===== src/rtl/point_counter.sv =====
`timescale 1ns/1ps
// point_counter: game-state and scoring stage ahead of animation.
// On every committed car position it scans the coins one per cycle for an
// overlap, requests the animation to erase each newly collected coin, keeps
// the collected-coin mask and score, and runs the countdown timer.
//
// Ports:
//   clock         system clock, all logic on posedge
//   reset         synchronous active-high reset
//   start         level; starts/restarts a game from IDLE, WON or TIMEUP
//   posValid      1-cycle pulse: carX/carY hold a newly committed position
//   carX, carY    car position (8-bit X, 7-bit Y)
//   coinEraseAck  animation finished erasing coin coinIdx
//   coinErase_en  erase request for coin coinIdx, held until acknowledged
//   coinIdx       coin being erased
//   memQoutPC     collected-coin mask, bit i = coin i taken
//   score         accumulated points, saturating
//   secondsLeft   remaining game seconds
//   won           high while in WON
//   timesUp       high while in TIMEUP
module point_counter #(
    parameter int unsigned NUM_COINS = 4,
    parameter logic [8*NUM_COINS-1:0] COIN_XS = {8'd120, 8'd80, 8'd40, 8'd20},
    parameter logic [7*NUM_COINS-1:0] COIN_YS = {7'd100, 7'd60, 7'd30, 7'd10},
    parameter int unsigned HIT_RADIUS = 4,
    parameter int unsigned POINTS_PER_COIN = 10,
    parameter int unsigned TIME_LIMIT = 60,
    parameter int unsigned CLK_PER_SEC = 50000000
) (
    input  logic        clock,
    input  logic        reset,
    input  logic        start,
    input  logic        posValid,
    input  logic [7:0]  carX,
    input  logic [6:0]  carY,
    input  logic        coinEraseAck,
    output logic        coinErase_en,
    output logic [3:0]  coinIdx,
    output logic [15:0] memQoutPC,
    output logic [15:0] score,
    output logic [7:0]  secondsLeft,
    output logic        won,
    output logic        timesUp
);

    localparam int unsigned PRE_W = (CLK_PER_SEC > 1) ? $clog2(CLK_PER_SEC) : 1;
    localparam logic [PRE_W-1:0] PRE_MAX = PRE_W'(CLK_PER_SEC - 1);
    localparam logic [3:0] LAST_IDX = 4'(NUM_COINS - 1);
    localparam logic [15:0] FULL_MASK = 16'((33'd1 << NUM_COINS) - 33'd1);

    typedef enum logic [2:0] {IDLE, PLAY, CHECK, ERASE, WON, TIMEUP} stateT;

    stateT            state, stateNext;
    logic [7:0]       carXq, carXNext;
    logic [6:0]       carYq, carYNext;
    logic [3:0]       idx, idxNext;
    logic [15:0]      maskNext, scoreNext;
    logic [7:0]       secondsNext;
    logic [PRE_W-1:0] prescaler, prescalerNext;
    logic [3:0]       coinIdxNext;
    logic             eraseNext;
    logic [15:0]      hitVec;
    logic [16:0]      scoreSum;
    logic             timerRun;

    function automatic logic [7:0] absDiff(input logic [7:0] a, input logic [7:0] b);
        return (a >= b) ? (a - b) : (b - a);
    endfunction

    // Overlap of the latched car position with every coin; Y compared at 8 bits.
    always_comb begin
        hitVec = '0;
        for (int i = 0; i < int'(NUM_COINS); i++) begin
            hitVec[i] = ({1'b0, absDiff(carXq, COIN_XS[8*i +: 8])} < 9'(HIT_RADIUS)) &&
                        ({1'b0, absDiff({1'b0, carYq}, {1'b0, COIN_YS[7*i +: 7]})} < 9'(HIT_RADIUS));
        end
    end

    assign timerRun = (state == PLAY) || (state == CHECK) || (state == ERASE);

    // Next-state and next-value logic for the FSM, timer and scoring datapath.
    always_comb begin
        stateNext     = state;
        carXNext      = carXq;
        carYNext      = carYq;
        idxNext       = idx;
        maskNext      = memQoutPC;
        scoreNext     = score;
        secondsNext   = secondsLeft;
        prescalerNext = prescaler;
        coinIdxNext   = coinIdx;
        eraseNext     = coinErase_en;
        scoreSum      = {1'b0, score} + 17'(POINTS_PER_COIN);

        // Countdown only while a game is in progress; holds at zero.
        if (timerRun) begin
            if (prescaler == PRE_MAX) begin
                prescalerNext = '0;
                if (secondsLeft != 8'd0) begin
                    secondsNext = secondsLeft - 8'd1;
                end
            end else begin
                prescalerNext = prescaler + PRE_W'(1);
            end
        end

        case (state)
            IDLE, WON, TIMEUP: begin
                if (start) begin
                    maskNext      = '0;
                    scoreNext     = '0;
                    secondsNext   = 8'(TIME_LIMIT);
                    prescalerNext = '0;
                    idxNext       = '0;
                    stateNext     = PLAY;
                end
            end
            PLAY: begin
                if (posValid) begin
                    carXNext  = carX;
                    carYNext  = carY;
                    idxNext   = '0;
                    stateNext = CHECK;
                end else if (secondsLeft == 8'd0) begin
                    stateNext = TIMEUP;
                end
            end
            CHECK: begin
                if (hitVec[idx] && !memQoutPC[idx]) begin
                    maskNext[idx] = 1'b1;
                    scoreNext     = scoreSum[16] ? 16'hFFFF : scoreSum[15:0];
                    coinIdxNext   = idx;
                    eraseNext     = 1'b1;
                    stateNext     = ERASE;
                end else if (idx == LAST_IDX) begin
                    stateNext = PLAY;
                end else begin
                    idxNext = idx + 4'd1;
                end
            end
            ERASE: begin
                if (coinEraseAck) begin
                    eraseNext = 1'b0;
                    // A full mask beats a timer that expires on the same cycle.
                    if (memQoutPC == FULL_MASK) begin
                        stateNext = WON;
                    end else if (secondsLeft == 8'd0) begin
                        stateNext = TIMEUP;
                    end else if (idx == LAST_IDX) begin
                        stateNext = PLAY;
                    end else begin
                        idxNext   = idx + 4'd1;
                        stateNext = CHECK;
                    end
                end
            end
            default: stateNext = IDLE;
        endcase
    end

    // State and datapath registers; won/timesUp register the next state.
    always_ff @(posedge clock) begin
        if (reset) begin
            state        <= IDLE;
            carXq        <= '0;
            carYq        <= '0;
            idx          <= '0;
            memQoutPC    <= '0;
            score        <= '0;
            secondsLeft  <= 8'(TIME_LIMIT);
            prescaler    <= '0;
            coinIdx      <= '0;
            coinErase_en <= 1'b0;
            won          <= 1'b0;
            timesUp      <= 1'b0;
        end else begin
            state        <= stateNext;
            carXq        <= carXNext;
            carYq        <= carYNext;
            idx          <= idxNext;
            memQoutPC    <= maskNext;
            score        <= scoreNext;
            secondsLeft  <= secondsNext;
            prescaler    <= prescalerNext;
            coinIdx      <= coinIdxNext;
            coinErase_en <= eraseNext;
            won          <= (stateNext == WON);
            timesUp      <= (stateNext == TIMEUP);
        end
    end

endmodule

===== config.mk =====
export PLATFORM = sky130hd
export DESIGN_NAME = point_counter
export DESIGN_NICKNAME = d
export VERILOG_FILES = /design/src/rtl/point_counter.sv
export SDC_FILE = /design/constraint.sdc
export NUM_CORES = 1
export LEC_CHECK = 0
export BUFFER_PORTS_ARGS = -buffer_cell sky130_fd_sc_hd__buf_2
export CORE_UTILIZATION = 60
export CTS_CLUSTER_SIZE = 25
export DETAILED_ROUTE_END_ITERATION = 8
export GPL_TIMING_DRIVEN = 0
export PLACE_DENSITY = 0.89
export REMOVE_ABC_BUFFERS = 1
export SLEW_MARGIN = 10
export SYNTH_ARGS = -nofsm -noshare
export SYNTH_HDL_FRONTEND = slang
export SYNTH_SLANG_ARGS = --single-unit

===== constraint.sdc =====
create_clock -name clock -period 4.55 [get_ports clock]
set_input_delay 0.91 -clock clock [delete_from_list [all_inputs] [get_ports clock]]
set_output_delay 0.91 -clock clock [all_outputs]
set_load 0.01 [all_outputs]

==> results of run 1 <==
-- registers in the layout, indices dropped and copies added (netlist names) --
signal	flops
state	3
prescaler	26
coinIdx	4
carXq	8
idx	4
memQoutPC	16
won	1
coinErase_en	1
secondsLeft	8
timesUp	1
score	16
carYq	7
-- cells in the mapped netlist, types with 3 or more instances --
| master | instances | area (µm²) |
|---|---|---|
| and4_1 | 3 | 26.3 |
| mux2i_1 | 13 | 130 |
| nor4b_1 | 5 | 43.8 |
| ha_1 | 36 | 450 |
| a22oi_1 | 4 | 30.0 |
| buf_1 | 3 | 11.3 |
| buf_2 | 12 | 60.1 |
| a21oi_1 | 51 | 255 |
| nor2b_1 | 12 | 75.1 |
| nor4_1 | 7 | 43.8 |
| nor3_1 | 16 | 80.1 |
| nand4_1 | 10 | 62.6 |
| o22ai_1 | 6 | 37.5 |
| nand3b_1 | 7 | 52.6 |
| or3_1 | 11 | 68.8 |
| inv_1 | 22 | 82.6 |
| a31oi_1 | 9 | 56.3 |
| nand4b_1 | 3 | 26.3 |
| o21ai_0 | 32 | 160 |
| a21o_1 | 8 | 60.1 |
| o21a_1 | 5 | 37.5 |
| nor2_1 | 72 | 270 |
| and2_1 | 9 | 56.3 |
| a32oi_1 | 3 | 26.3 |
| nand2_1 | 90 | 338 |
| or2_2 | 4 | 25.0 |
| nand2b_1 | 13 | 81.3 |
| xor2_1 | 19 | 166 |
| dfxtp_1 | 95 | 1900 |
| xnor2_1 | 20 | 175 |
| a211o_1 | 6 | 52.6 |
| a21boi_0 | 4 | 30.0 |
| o2111ai_1 | 4 | 35.0 |
| buf_6 | 3 | 33.8 |
| o211ai_1 | 6 | 45.0 |
| and3_1 | 31 | 194 |
| clkbuf_1 | 28 | 105 |
| nor3b_1 | 10 | 75.1 |
| nand3_1 | 37 | 185 |
-- per-stage QoR --
stage | hold WS [ps] | cell area, µm² | utilization (%)
floorplan | 458 | 5960 | -
global placement | 452 | 6460 | 65.4
detailed placement | 457 | 6460 | 65.4
CTS | 470 | 6650 | 67.4
global route | 507 | 6650 | 67.4
finish | 473 | 6650 | 67.4
-- worst min-delay path, stage by stage, from the launching register on --
cell     delay, ps
dfxtp_1        330
nand2_1         50
a21oi_1         50
-- power groups by stage --
stage	Clock, mW	Sequential, mW	Combinational (mW)
after CTS	0.563	0.878	0.216
after detailed placement	0	0.897	0.215
after global placement	0	0.896	0.205
after global routing	0.597	0.883	0.243
after floorplan	0	0.886	0.158
final	0.551	0.879	0.221
-- cell type report --
type                            count  area, µm²
Clock buffer                        9        124
Multi-Input combinational cell    615       3970
Tap cell                          133        166
Clock inverter                      7       65.1
Timing Repair Buffer               66        330
Sequential cell                    95       1900
Fill cell                         806       3220
Inverter                           23       86.3
-- worst paths after layout --
kind | startpoint | endpoint | slack [ps] | cells past startpoint
setup / recovery | carXq[4] | coinIdx[0] | 460 | 10
hold reg to reg | coinErase_en | coinErase_en | 470 | 2
setup reg to reg | carXq[4] | coinIdx[0] | 460 | 10
hold / removal | coinErase_en | coinErase_en | 470 | 2
-- routing by layer --
layer | routed length (µm) | vias to the layer above
li1 | - | 2846
met1 | 6810 | 2756
met2 | 7300 | 240
met3 | 1000 | 36
met4 | 364 | 0
met5 | 0 | -
-- placed cells by master, fill, tap and decap left out, types with 6 or more instances in the layout --
master     n
a211o_1    6
a21o_1     8
a21oi_1   51
a31oi_1    9
and2_1     9
and3_1    31
buf_2     66
clkbuf_8   9
dfxtp_1   95
ha_1      36
inv_1     22
mux2i_1   13
nand2_1   90
nand2b_1  13
nand3_1   37
nand3b_1   7
nand4_1   10
nor2_1    72
nor2b_1   12
nor3_1    16
nor3b_1   10
nor4_1     7
o211ai_1   6
o21ai_0   32
o22ai_1    6
or3_1     11
xnor2_1   20
xor2_1    19
-- cell families (layout without fill, tap and decap cells) --
family | Yosys count | count (layout)
AND/OR/NAND/NOR | 353 | 353
AO/OA/AOI/OAI | 173 | 173
flip-flops | 95 | 95
buffers and inverters | 70 | 105
XOR/XNOR | 39 | 39
adder cells (fa/ha/maj) | 36 | 36
multiplexers | 14 | 14
==> flow_summary.json, run 1 <==
{
  "drive_above_1_share_pct": 13.3,
  "drc": 0,
  "dp_cells": 932,
  "yosysWarnings": 0,
  "synthesis.instances": 780,
  "io_buffers": 66,
  "critPathKind": "register to register",
  "async_flop_share_pct": 0,
  "fin_crit_sh_pct": 89.8,
  "outcome": "finished, final reports clean",
  "setup_slack_ps": 463,
  "gp_congestion": 0.881,
  "grt_pass1_vias": 5302,
  "cp.required_ps": 4800,
  "hold_violations": 0,
  "synth-seq-area-share_pct": 30.8,
  "worst_pin_slew_ps": 982,
  "die_height_um": 103,
  "totalWireLength_um": 15500,
  "post-cts-setup-buffers": 0,
  "grt_overflow_total": 0,
  "clkTransAtPathRegs_ps": 110,
  "crit_arrival_ps": 4340,
  "period_needed_ps": 4090,
  "switchingPower_mw": 0.511,
  "switching_share_pct": 31.0,
  "ir_worst_vdd_mv": 0.198,
  "htree_levels": 3,
  "slew_viol_final": 0,
  "comb_power_share_pct": 13.4,
  "relSlewSlack_pct": 34.5,
  "p_clk_share_pct": 33.4,
  "synth_adder_area_share_pct": 7.29,
  "cts_tree": "done",
  "via_per_inst": 6.20,
  "gr-usage-met3_pct": 4.97,
  "clockBufferDepth": 2,
  "critPathBufInv": 1,
  "grt_util_met2_pct": 48.4,
  "areaGrowthSynthToFinish_pct": 7.58,
  "numCtsBuffers": 9,
  "end_kind": "register",
  "grt_use_met1_pct": 37.6,
  "crit_family": "compound AO/OA/AOI/OAI gates",
  "synth.avg_cell_area_um2": 7.92,
  "cp-start-kind": "register",
  "worstPathCellList": "inv_1 > ha_1 > a21o_1 > a2111oi_0 > a31oi_1 > o311a_1 > a31o_2 > o21ai_2 > mux2i_1 > nor2_1",
  "grt_pass1_wl_um": 24500,
  "antenna_found_initial": 0,
  "power_density_nw_per_um2": 248,
  "drt_iter0_markers": 433,
  "leakagePower_nw": 2.67,
  "cts_root_buf": "clkbuf_8",
  "cts_resized": 0,
  "clock.fmax_mhz": 245,
  "grt_busiest_layer": "met2",
  "rsz0062_at_grt": "false",
  "cp_max_fo": 20,
  "synth_compound_area_share_pct": 19.1,
  "diodes": 0,
  "vias": 5878,
  "ys.flop_type": "dfxtp_1",
  "first_pass_iters": 5,
  "clkSinkCount": 95,
  "grt_max_degree": 38,
  "hold_path.class": "register to register",
  "tns_ps": 0,
  "cpMaxStageDelayCell": "o21ai_2",
  "row_count": 36,
  "netlist_area_um2": 6180,
  "synth.area.mux_share_pct": 2.29,
  "fin_nets": 866,
  "hold_buffers": 0,
  "setup_violations": 0,
  "pwr-share-seq_pct": 53.3,
  "synth_top_family_by_area": "simple AND/OR/NAND/NOR gates",
  "yosys.area_share.simple_pct": 30.1,
  "synth_xor_area_share_pct": 5.53,
  "insertion_delay_ps": 390,
  "track_usage_pct": 29.2,
  "antenna_left": 0,
  "coreArea_um2": 9860,
  "ys_seq_elements": 95,
  "critPathMaxStageDelay_ps": 770,
  "total_power_mw": 1.65,
  "initial_core_util_pct": 62.6,
  "io-pin-count": 67,
  "finClkSkew_ps": 18.1,
  "stdcell_count": 948,
  "synthDistinctLibCells": 77,
  "dp_slack_ps": 595,
  "synth_enable_flop_cells": 0,
  "dpl.hpwl_um": 10800,
  "wl_per_cell_um": 16.3,
  "die-area_um2": 10700,
  "drv_cap": 0,
  "p_int_mw": 1.14,
  "die_width_um": 103
}
Power figures use the tool's default switching activity.
==> run 2, diff against run 1 <==
--- a/config.mk
+++ b/config.mk
@@ -6,6 +6,7 @@
 export NUM_CORES = 1
 export LEC_CHECK = 0
 export BUFFER_PORTS_ARGS = -buffer_cell sky130_fd_sc_hd__buf_2
+export CORE_MARGIN = 8
 export CORE_UTILIZATION = 60
 export CTS_CLUSTER_SIZE = 25
 export DETAILED_ROUTE_END_ITERATION = 8
==> run 2 against run 1 <==
Compared with the run above: critical path depth unchanged; sequential share of layout area down 0.086 points; clock power up 3%; count of clock-buffer cells in the layout up 1; cell count up 0.32%; non-clock buffer count unchanged; die area up 29%; via count down 1.9%; combinational power about the same; sequential power about the same; largest power group unchanged; highest routed layer unchanged; register-to-register slack better by 20 ps; setup slack better by 17 ps.
==> flow_summary.json, run 2 (synthesis gave the netlist of run 1 again) <==
{
  "grt_overflow_total": 0,
  "final_cell_mix": "95 x dfxtp_1, 90 x nand2_1, 72 x nor2_1",
  "setup_violations": 0,
  "clockBufferDepth": 2,
  "regToRegSetupSlack_ps": 480,
  "drt_iter0_markers": 393,
  "cp-start-kind": "register",
  "dpl_cell_area_um2": 6460,
  "comb_power_share_pct": 13.1,
  "hold_path.class": "register to register",
  "worstPathCellList": "inv_1 > ha_1 > a21o_1 > a2111oi_0 > a31oi_1 > o311a_1 > a31o_2 > o21ai_2 > mux2i_1 > nor2_1",
  "cts_resized": 0,
  "largest_reg_flops": 26,
  "clkSinkCount": 95,
  "io-pin-count": 67,
  "via_per_inst": 6.07,
  "largest-register": "prescaler",
  "die_height_um": 117,
  "diodes": 0,
  "end_kind": "register",
  "antenna_found_initial": 0,
  "post-cts-setup-buffers": 0,
  "total_power_mw": 1.67,
  "cts_root_buf": "clkbuf_8",
  "initial_core_util_pct": 60.9,
  "fill_cells": 819,
  "fin_nets": 866,
  "hold_buffers": 0,
  "die-area_um2": 13800,
  "grt_pass1_vias": 5282,
  "grt_pass1_wl_um": 25200,
  "ir_worst_vdd_mv": 0.263,
  "multi_input_area_um2": 3970,
  "relSlewSlack_pct": 36.5,
  "areaGrowthSynthToFinish_pct": 7.90,
  "vias": 5769,
  "layout_commonest_cell": "dfxtp_1",
  "io_buffers": 66,
  "first_pass_iters": 6,
  "p_clk_share_pct": 34.2,
  "tns_ps": 0,
  "post-route-cell-area_um2": 6670,
  "pwr-share-seq_pct": 52.7,
  "totalWireLength_um": 15200,
  "insertion_delay_ps": 370,
  "die_width_um": 117,
  "fin_crit_sh_pct": 89.5,
  "worst_pin_slew_ps": 952,
  "leakagePower_nw": 2.67,
  "cp_max_fo": 20,
  "antenna_left": 0,
  "grt_max_degree": 38,
  "row_count": 37,
  "clock.fmax_mhz": 246,
  "outcome": "finished, final reports clean",
  "regArea_um2": 1900,
  "finClkSkew_ps": 10.3,
  "dpl.hpwl_um": 10500,
  "setup_slack_ps": 479,
  "slew_viol_final": 0,
  "wl_per_cell_um": 15.9,
  "hold_violations": 0,
  "critPathKind": "register to register",
  "cp.required_ps": 4780,
  "coreArea_um2": 10100,
  "drv_cap": 0,
  "cts_tree": "done",
  "p_int_mw": 1.20,
  "numCtsBuffers": 9,
  "switching_share_pct": 28.0,
  "crit_arrival_ps": 4300,
  "power_density_nw_per_um2": 250,
  "rsz0062_at_grt": "false",
  "cpMaxStageDelayCell": "dfxtp_1",
  "clkTransAtPathRegs_ps": 90,
  "drc": 0,
  "htree_levels": 3,
  "switchingPower_mw": 0.466,
  "dp_slack_ps": 567,
  "top_regs": "prescaler (26), memQoutPC (16), score (16)",
  "drive_above_1_share_pct": 13.3,
  "critPathMaxStageDelay_ps": 800,
  "track_usage_pct": 21.1,
  "period_needed_ps": 4070,
  "gp_congestion": 0.926
}
[run 2: routing by layer]
metal / up-vias / GRT usage (%) / part of all wire [%]
li1: 2846 / - / -
met1: 2724 / 26.3 / 45
met2: 174 / 35.4 / 48
met3: 25 / 4.70 / 5.5
met4: 0 / 6.97 / 1.7
met5: - / 0 / 0
[run 2: per-stage QoR]
step	std cells	hold WS (ps)	utilization, %
finish	951	477	65.7
global route	951	501	65.7
CTS	951	478	65.7
detailed placement	935	459	63.7
global placement	935	447	63.7
floorplan	733	458	-
[run 2: final cells by class]
cell class / instances / area share [%]
inverter: 23 / 1.30
multi-input combinational: 615 / 59.6
tap: 136 / 2.55
sequential: 95 / 28.5
clock buffer: 10 / 2.06
clock inverter: 6 / 1.01
timing repair buffer: 66 / 4.96
[run 2: worst paths after layout]
check        depth (start not counted)            to          from
min reg2reg                          2  coinErase_en  coinErase_en
max                                 10    coinIdx[1]      carXq[4]
max reg2reg                         10    coinIdx[1]      carXq[4]
min                                  2  coinErase_en  coinErase_en
[run 2: power groups by stage]
stage	logic [mW]	registers (mW)	clock network, mW
floorplan	0.158	0.886	0
global placement	0.209	0.896	0
detailed placement	0.213	0.897	0
CTS	0.215	0.877	0.576
global route	0.241	0.882	0.616
finish	0.218	0.878	0.570
[run 2: critical path: cells and delay by family, from the launching register on]
| kind | cells | cell delay [ps] |
|---|---|---|
| DFF | 1 | 800 |
| buffers and inverters | 1 | 350 |
| adders and majority gates | 1 | 330 |
| AOI/OAI and AO/OA | 6 | 2150 |
| and+or+nand+nor | 1 | 50 |
| muxes | 1 | 260 |
